<file path="config.mk">
export PLATFORM = sky130hd
export DESIGN_NAME = hazard_scoreboard
export DESIGN_NICKNAME = d
export VERILOG_FILES = /design/src/rtl/hazard_scoreboard.sv
export SDC_FILE = /design/constraint.sdc
export NUM_CORES = 1
export LEC_CHECK = 0
export CAP_MARGIN = 5
export CORE_ASPECT_RATIO = 0.6
export CORE_MARGIN = 5
export CORE_UTILIZATION = 45
export DETAILED_ROUTE_END_ITERATION = 7
export MAX_ROUTING_LAYER = met4
export PLACE_DENSITY = 0.85
export SLEW_MARGIN = 20
export SYNTH_ARGS = -nofsm -noshare
export SYNTH_HDL_FRONTEND = slang
export SYNTH_SLANG_ARGS = --single-unit
export TNS_END_PERCENT = 30
</file>
<file path="constraint.sdc">
create_clock -name clk -period 4.55 [get_ports clk]
set_clock_uncertainty 0.15 [all_clocks]
set_input_delay 0.6825 -clock clk [delete_from_list [all_inputs] [get_ports clk]]
set_output_delay 0.6825 -clock clk [all_outputs]
set_load 0.1 [all_outputs]
</file>
<file path="src/rtl/hazard_scoreboard.sv">
// Hazard, forwarding and flush controller for the in-order pipeline.
// A DEPTH-slot shift scoreboard tracks every in-flight writer downstream of decode.
module hazard_scoreboard #(
  parameter int REG_BITS  = 3,
  parameter int DEPTH     = 3,
  parameter int FWD_EN    = 1,
  parameter int WB_BYPASS = 1,
  parameter int BR_SLOT   = 0,
  parameter int CNT_W     = 16,
  localparam int FSW      = $clog2(DEPTH + 1)
) (
  input  logic                clk,
  input  logic                rst,
  input  logic                freeze,
  input  logic                id_valid,
  input  logic [REG_BITS-1:0] id_rs,
  input  logic                id_rs_rd,
  input  logic [REG_BITS-1:0] id_rt,
  input  logic                id_rt_rd,
  input  logic                id_wr_en,
  input  logic [REG_BITS-1:0] id_wreg,
  input  logic                id_is_load,
  input  logic                br_taken,
  output logic                stall_id,
  output logic                flush,
  output logic [FSW-1:0]      fwd_sel_a,
  output logic [FSW-1:0]      fwd_sel_b,
  output logic [CNT_W-1:0]    stall_cnt,
  output logic [CNT_W-1:0]    flush_cnt
);

  logic [DEPTH-1:0]    r_valid;
  logic [DEPTH-1:0]    r_isLoad;
  logic [REG_BITS-1:0] r_wreg [DEPTH];
  logic [CNT_W-1:0]    r_stallCnt;
  logic [CNT_W-1:0]    r_flushCnt;

  logic [DEPTH-1:0]    w_matchA;
  logic [DEPTH-1:0]    w_matchB;
  logic [DEPTH-1:0]    w_eligA;
  logic [DEPTH-1:0]    w_eligB;
  logic                w_hazard;
  logic [FSW-1:0]      w_selA;
  logic [FSW-1:0]      w_selB;

  logic [DEPTH-1:0]    w_nValid;
  logic [DEPTH-1:0]    w_nIsLoad;
  logic [REG_BITS-1:0] w_nWreg [DEPTH];

  // With a write-before-read regfile the oldest slot is already visible to ID.
  always_comb begin
    w_matchA = '0;
    w_matchB = '0;
    for (int k = 0; k < DEPTH; k++) begin
      if (!(WB_BYPASS != 0 && k == DEPTH - 1)) begin
        w_matchA[k] = r_valid[k] && (r_wreg[k] == id_rs) && id_rs_rd && id_valid;
        w_matchB[k] = r_valid[k] && (r_wreg[k] == id_rt) && id_rt_rd && id_valid;
      end
    end
  end

  always_comb begin
    w_hazard = 1'b0;
    if (FWD_EN != 0) begin
      w_hazard = (w_matchA[0] || w_matchB[0]) && r_isLoad[0];
    end else begin
      w_hazard = |(w_matchA | w_matchB);
    end
  end

  // A load in EX has no result yet, so it is never a forwarding source.
  always_comb begin
    w_eligA = w_matchA;
    w_eligB = w_matchB;
    w_eligA[0] = w_matchA[0] && !r_isLoad[0];
    w_eligB[0] = w_matchB[0] && !r_isLoad[0];
    w_selA = '0;
    w_selB = '0;
    for (int k = DEPTH - 1; k >= 0; k--) begin
      if (w_eligA[k]) w_selA = FSW'(k + 1);
      if (w_eligB[k]) w_selB = FSW'(k + 1);
    end
  end

  assign stall_id  = w_hazard && !br_taken;
  assign flush     = br_taken;
  assign fwd_sel_a = (FWD_EN != 0) ? w_selA : '0;
  assign fwd_sel_b = (FWD_EN != 0) ? w_selB : '0;
  assign stall_cnt = r_stallCnt;
  assign flush_cnt = r_flushCnt;

  always_comb begin
    w_nValid     = '0;
    w_nIsLoad    = '0;
    w_nWreg[0]   = id_wreg;
    w_nValid[0]  = id_valid && id_wr_en;
    w_nIsLoad[0] = id_is_load;
    for (int k = 1; k < DEPTH; k++) begin
      w_nValid[k]  = r_valid[k-1];
      w_nIsLoad[k] = r_isLoad[k-1];
      w_nWreg[k]   = r_wreg[k-1];
    end
    // A taken branch squashes its younger slots and the ID entry; older ones still drain.
    if (br_taken) begin
      for (int k = 0; k < DEPTH; k++) begin
        if (k <= BR_SLOT) w_nValid[k] = 1'b0;
      end
    end else if (w_hazard) begin
      w_nValid[0] = 1'b0;
    end
  end

  always_ff @(posedge clk or posedge rst) begin
    if (rst) begin
      r_valid  <= '0;
      r_isLoad <= '0;
      for (int k = 0; k < DEPTH; k++) r_wreg[k] <= '0;
    end else if (!freeze) begin
      r_valid  <= w_nValid;
      r_isLoad <= w_nIsLoad;
      for (int k = 0; k < DEPTH; k++) r_wreg[k] <= w_nWreg[k];
    end
  end

  always_ff @(posedge clk or posedge rst) begin
    if (rst) begin
      r_stallCnt <= '0;
      r_flushCnt <= '0;
    end else if (!freeze) begin
      if (br_taken) begin
        if (r_flushCnt != '1) r_flushCnt <= r_flushCnt + 1'b1;
      end else if (w_hazard) begin
        if (r_stallCnt != '1) r_stallCnt <= r_stallCnt + 1'b1;
      end
    end
  end

endmodule

</file>
==> flow_metrics.env <==
export IMPL_post_cts_resize_count=0
export IMPL_first_pass_iters=4
export IMPL_placed_cells=298
export IMPL_wire_per_inst_um=15.4
export IMPL_final_min_clock_period_ps=3280
export IMPL_cts_max_level=2
export IMPL_root_buffer="sky130_fd_sc_hd__clkbuf_8"
export IMPL_diodes=0
export IMPL_first_pass_grt_wire_length_mm=8.10
export IMPL_synth_nets=202
export IMPL_fp_dieArea_um2=6030
export IMPL_dp_worst_setup_slack_ps=1270
export IMPL_global_route_usage_total_pct=16.8
export IMPL_antenna_left=0
export IMPL_cp_arrival_ps=2440
export IMPL_synth_cell_area_um2=2040
export IMPL_cts_num_sinks=41
export IMPL_max_cap_violations=0
export IMPL_finalSetupViolations=0
export IMPL_finalNonFillerCells=306
export IMPL_slew_headroom_pct=31.9
export IMPL_run_status="complete, no violations"
export IMPL_largest_fanout_of_any_net_on_the_critical_path=4
export IMPL_via_count_of_the_first_global_routing_pass=1631
export IMPL_number_of_instances_in_the_synthesized_netlist=182
export IMPL_layout_nets=262
export IMPL_chipHeight_um=62.2
export IMPL_slew_viol_final=0
export IMPL_max_slew_worst_pin_slew_ps=1020
export IMPL_synth_lib_cells_used_distinct=29
export IMPL_hold_slack_ps=344
export IMPL_fin_crit_sh_pct=72.0
export IMPL_post_cts_buffers=0
export IMPL_setup_repair_after_global_routing_missed_its_margin="false"
export IMPL_route_final_wire_length_mm=4.72
export IMPL_criticalPathCategory="primary input to output port"
export IMPL_ys_flop_type="sky130_fd_sc_hd__dfrtp_1"
export IMPL_post_route_cells_drive_above_1_share_pct=12.3
export IMPL_worst_skew_pair_late_latency_ps=290
export IMPL_ir_worst_vdd_mv=0.213
export IMPL_ios=56
export IMPL_tritoncts="done"
export IMPL_total_via_count_after_detailed_routing=1568
export IMPL_flow_area_growth_from_synthesis_pct=34.3
export IMPL_asyncSetResetFlopFracSynth_pct=100
export IMPL_power_leakage_nw=1.19
export IMPL_die_w_um=96.9
export IMPL_hold_path_class="register to register"
export IMPL_reg2reg_setup_slack_ps=1980
export IMPL_grt_overflow_total=0
export IMPL_number_of_enable_type_register_cells_in_the_synthesized_netlist=0
export IMPL_synth_seq_area_share_pct=50.3
export IMPL_route_detailed_vias_per_inst=5.12
export IMPL_critPathRequiredTime_ps=3720
export IMPL_largest_net_degree_at_the_start_of_global_routing=42
export IMPL_yosys_warnings=0
export IMPL_rows=19
export IMPL_detail_route_drc_violations=0
export IMPL_initialDrtViolationCount=39
export IMPL_portBuffers=55
export IMPL_reg2reg_depth=5
export IMPL_min_delay_path_depth=1
export IMPL_syn_mean_instance_area_um2=11.2
export IMPL_numCtsBuffers=5
export IMPL_start_util_pct=45.7
export IMPL_maxClockFrequency_mhz=305
export IMPL_final_hold_violation_count=0
export IMPL_yosys_register_bits=41
export IMPL_gp_congestion=0.873
export IMPL_clock_tree_buffer_depth=2
export IMPL_core_area_um2=4470
export IMPL_detailed_place_hpwl_mm=3.57
export IMPL_crit_path_start_kind="primary input"
export IMPL_fin_worst_setup_slack_ps=1270
export IMPL_grt_antenna_before_repair=0
export IMPL_cts_hold_buffers_added=0
export IMPL_clkSlewWorstSetupHoldPaths_ps=80
export IMPL_p_per_area_nw_per_um2=373
export IMPL_post_route_util_pct=61.3
export IMPL_end_kind="output port"
-- cell usage in the layout, fill, tap and decap left out --
cell type,synthesis,final
sky130_fd_sc_hd__a2111oi_4,1,1
sky130_fd_sc_hd__a211oi_2,1,1
sky130_fd_sc_hd__a21oi_1,1,1
sky130_fd_sc_hd__a22o_1,1,1
sky130_fd_sc_hd__and2_1,1,1
sky130_fd_sc_hd__and3_1,5,5
sky130_fd_sc_hd__and4_1,4,4
sky130_fd_sc_hd__buf_4,2,6
sky130_fd_sc_hd__clkbuf_1,1,1
sky130_fd_sc_hd__clkbuf_8,0,5
sky130_fd_sc_hd__clkdlybuf4s50_1,0,50
sky130_fd_sc_hd__clkinv_2,0,2
sky130_fd_sc_hd__dfrtp_1,41,41
sky130_fd_sc_hd__ha_1,2,2
sky130_fd_sc_hd__inv_1,4,4
sky130_fd_sc_hd__mux2_1,1,1
sky130_fd_sc_hd__mux2_2,9,9
sky130_fd_sc_hd__nand2_1,13,13
sky130_fd_sc_hd__nand2b_1,1,1
sky130_fd_sc_hd__nand3_1,14,14
sky130_fd_sc_hd__nand4_1,11,11
sky130_fd_sc_hd__nor2_1,12,10
sky130_fd_sc_hd__nor2_2,0,2
sky130_fd_sc_hd__nor3_1,5,5
sky130_fd_sc_hd__nor4_1,3,2
sky130_fd_sc_hd__nor4_2,0,1
sky130_fd_sc_hd__nor4bb_1,1,1
sky130_fd_sc_hd__o211ai_1,2,2
sky130_fd_sc_hd__o21ai_1,1,1
sky130_fd_sc_hd__or3_1,1,1
sky130_fd_sc_hd__or4_4,2,2
sky130_fd_sc_hd__xnor2_1,17,17
sky130_fd_sc_hd__xor2_1,24,24
sky130_fd_sc_hd__xor2_2,1,1
-- worst paths after layout --
kind / startpoint / endpoint
max: id_rt[2] / stall_id
min: flush_cnt[15]$_DFFE_PP0P_ / flush_cnt[15]$_DFFE_PP0P_
max reg2reg: r_wreg[8]$_DFFE_PP0N_ / stall_cnt[3]$_DFFE_PP0P_
min reg2reg: flush_cnt[15]$_DFFE_PP0P_ / flush_cnt[15]$_DFFE_PP0P_
max in group asynchronous: rst / flush_cnt[9]$_DFFE_PP0P_
min in group asynchronous: rst / flush_cnt[15]$_DFFE_PP0P_
-- state kept, by name, indices dropped and copies added, names as in the netlist --
register / flops
flush_cnt: 16
stall_cnt: 16
r_wreg: 6
r_valid: 2
r_isLoad: 1
-- worst max-delay path, cell delays in order --
cell and delay (ps):
sky130_fd_sc_hd__clkdlybuf4s50_1 460, sky130_fd_sc_hd__xor2_1 170, sky130_fd_sc_hd__or4_4 590, sky130_fd_sc_hd__nand2_1 80, sky130_fd_sc_hd__nand2_1 70, sky130_fd_sc_hd__nor2_1 100, sky130_fd_sc_hd__buf_4 290
-- where the power goes --
part           internal, mW  total [mW]  leakage [nW]  switching (mW)
registers             0.399       0.445         0.546          0.0460
clock network         0.106       0.231        0.0450           0.124
logic                0.0960       0.346         0.603           0.250
total                 0.601        1.02          1.19           0.421
-- kinds of logic (layout without fill, tap and decap cells) --
group | count (synthesis) | after routing | share of synthesized area (%)
simple gates | 73 | 73 | 19.3
xor+xnor | 42 | 42 | 18.4
flops | 41 | 41 | 50.3
mux | 10 | 10 | 5.52
compound gates | 7 | 7 | 3.62
buf+inv | 7 | 68 | 1.65
fa+ha+maj | 2 | 2 | 1.23
-- routing by layer --
layer	share of wire [%]	GRT usage (%)	up-vias	wire [um]
li1	-	-	754	-
met4	0	2.63	0	0
met1	49	22.4	767	2310
met5	0	-	-	0
met3	4.5	4.70	0	212
met2	47	26.2	47	2200
-- cells in the mapped netlist (2+ instances only) --
master,number,area (um2)
sky130_fd_sc_hd__ha_1,2,25.0
sky130_fd_sc_hd__nand3_1,14,70.1
sky130_fd_sc_hd__mux2_2,9,101
sky130_fd_sc_hd__or4_4,2,22.5
sky130_fd_sc_hd__and3_1,5,31.3
sky130_fd_sc_hd__nor3_1,5,25.0
sky130_fd_sc_hd__o211ai_1,2,15.0
sky130_fd_sc_hd__and4_1,4,35.0
sky130_fd_sc_hd__dfrtp_1,41,1030
sky130_fd_sc_hd__inv_1,4,15.0
sky130_fd_sc_hd__xnor2_1,17,149
sky130_fd_sc_hd__nand2_1,13,48.8
sky130_fd_sc_hd__buf_4,2,15.0
sky130_fd_sc_hd__xor2_1,24,210
sky130_fd_sc_hd__nor4_1,3,18.8
sky130_fd_sc_hd__nor2_1,12,45.0
sky130_fd_sc_hd__nand4_1,11,68.8
-- cell type report --
cell class                      instances  area [um2]
Tap cell                               63        78.8
Fill cell                             383        1730
Inverter                                4        15.0
Timing Repair Buffer                   56         546
Clock buffer                            6        72.6
Sequential cell                        41        1030
Clock inverter                          2        10.0
Multi-Input combinational cell        134         992
-- per-stage QoR --
| step | power (mW) | TNS [ps] | instance area (um2) |
|---|---|---|---|
| after floorplan | 0.702 | -366 | 2050 |
| after global placement | 0.791 | 0 | 2660 |
| after detailed placement | 0.800 | 0 | 2660 |
| after CTS | 1.03 | 0 | 2740 |
| after global routing | 1.07 | 0 | 2740 |
| final | 1.02 | 0 | 2740 |
(Power assumes the default switching activity.)
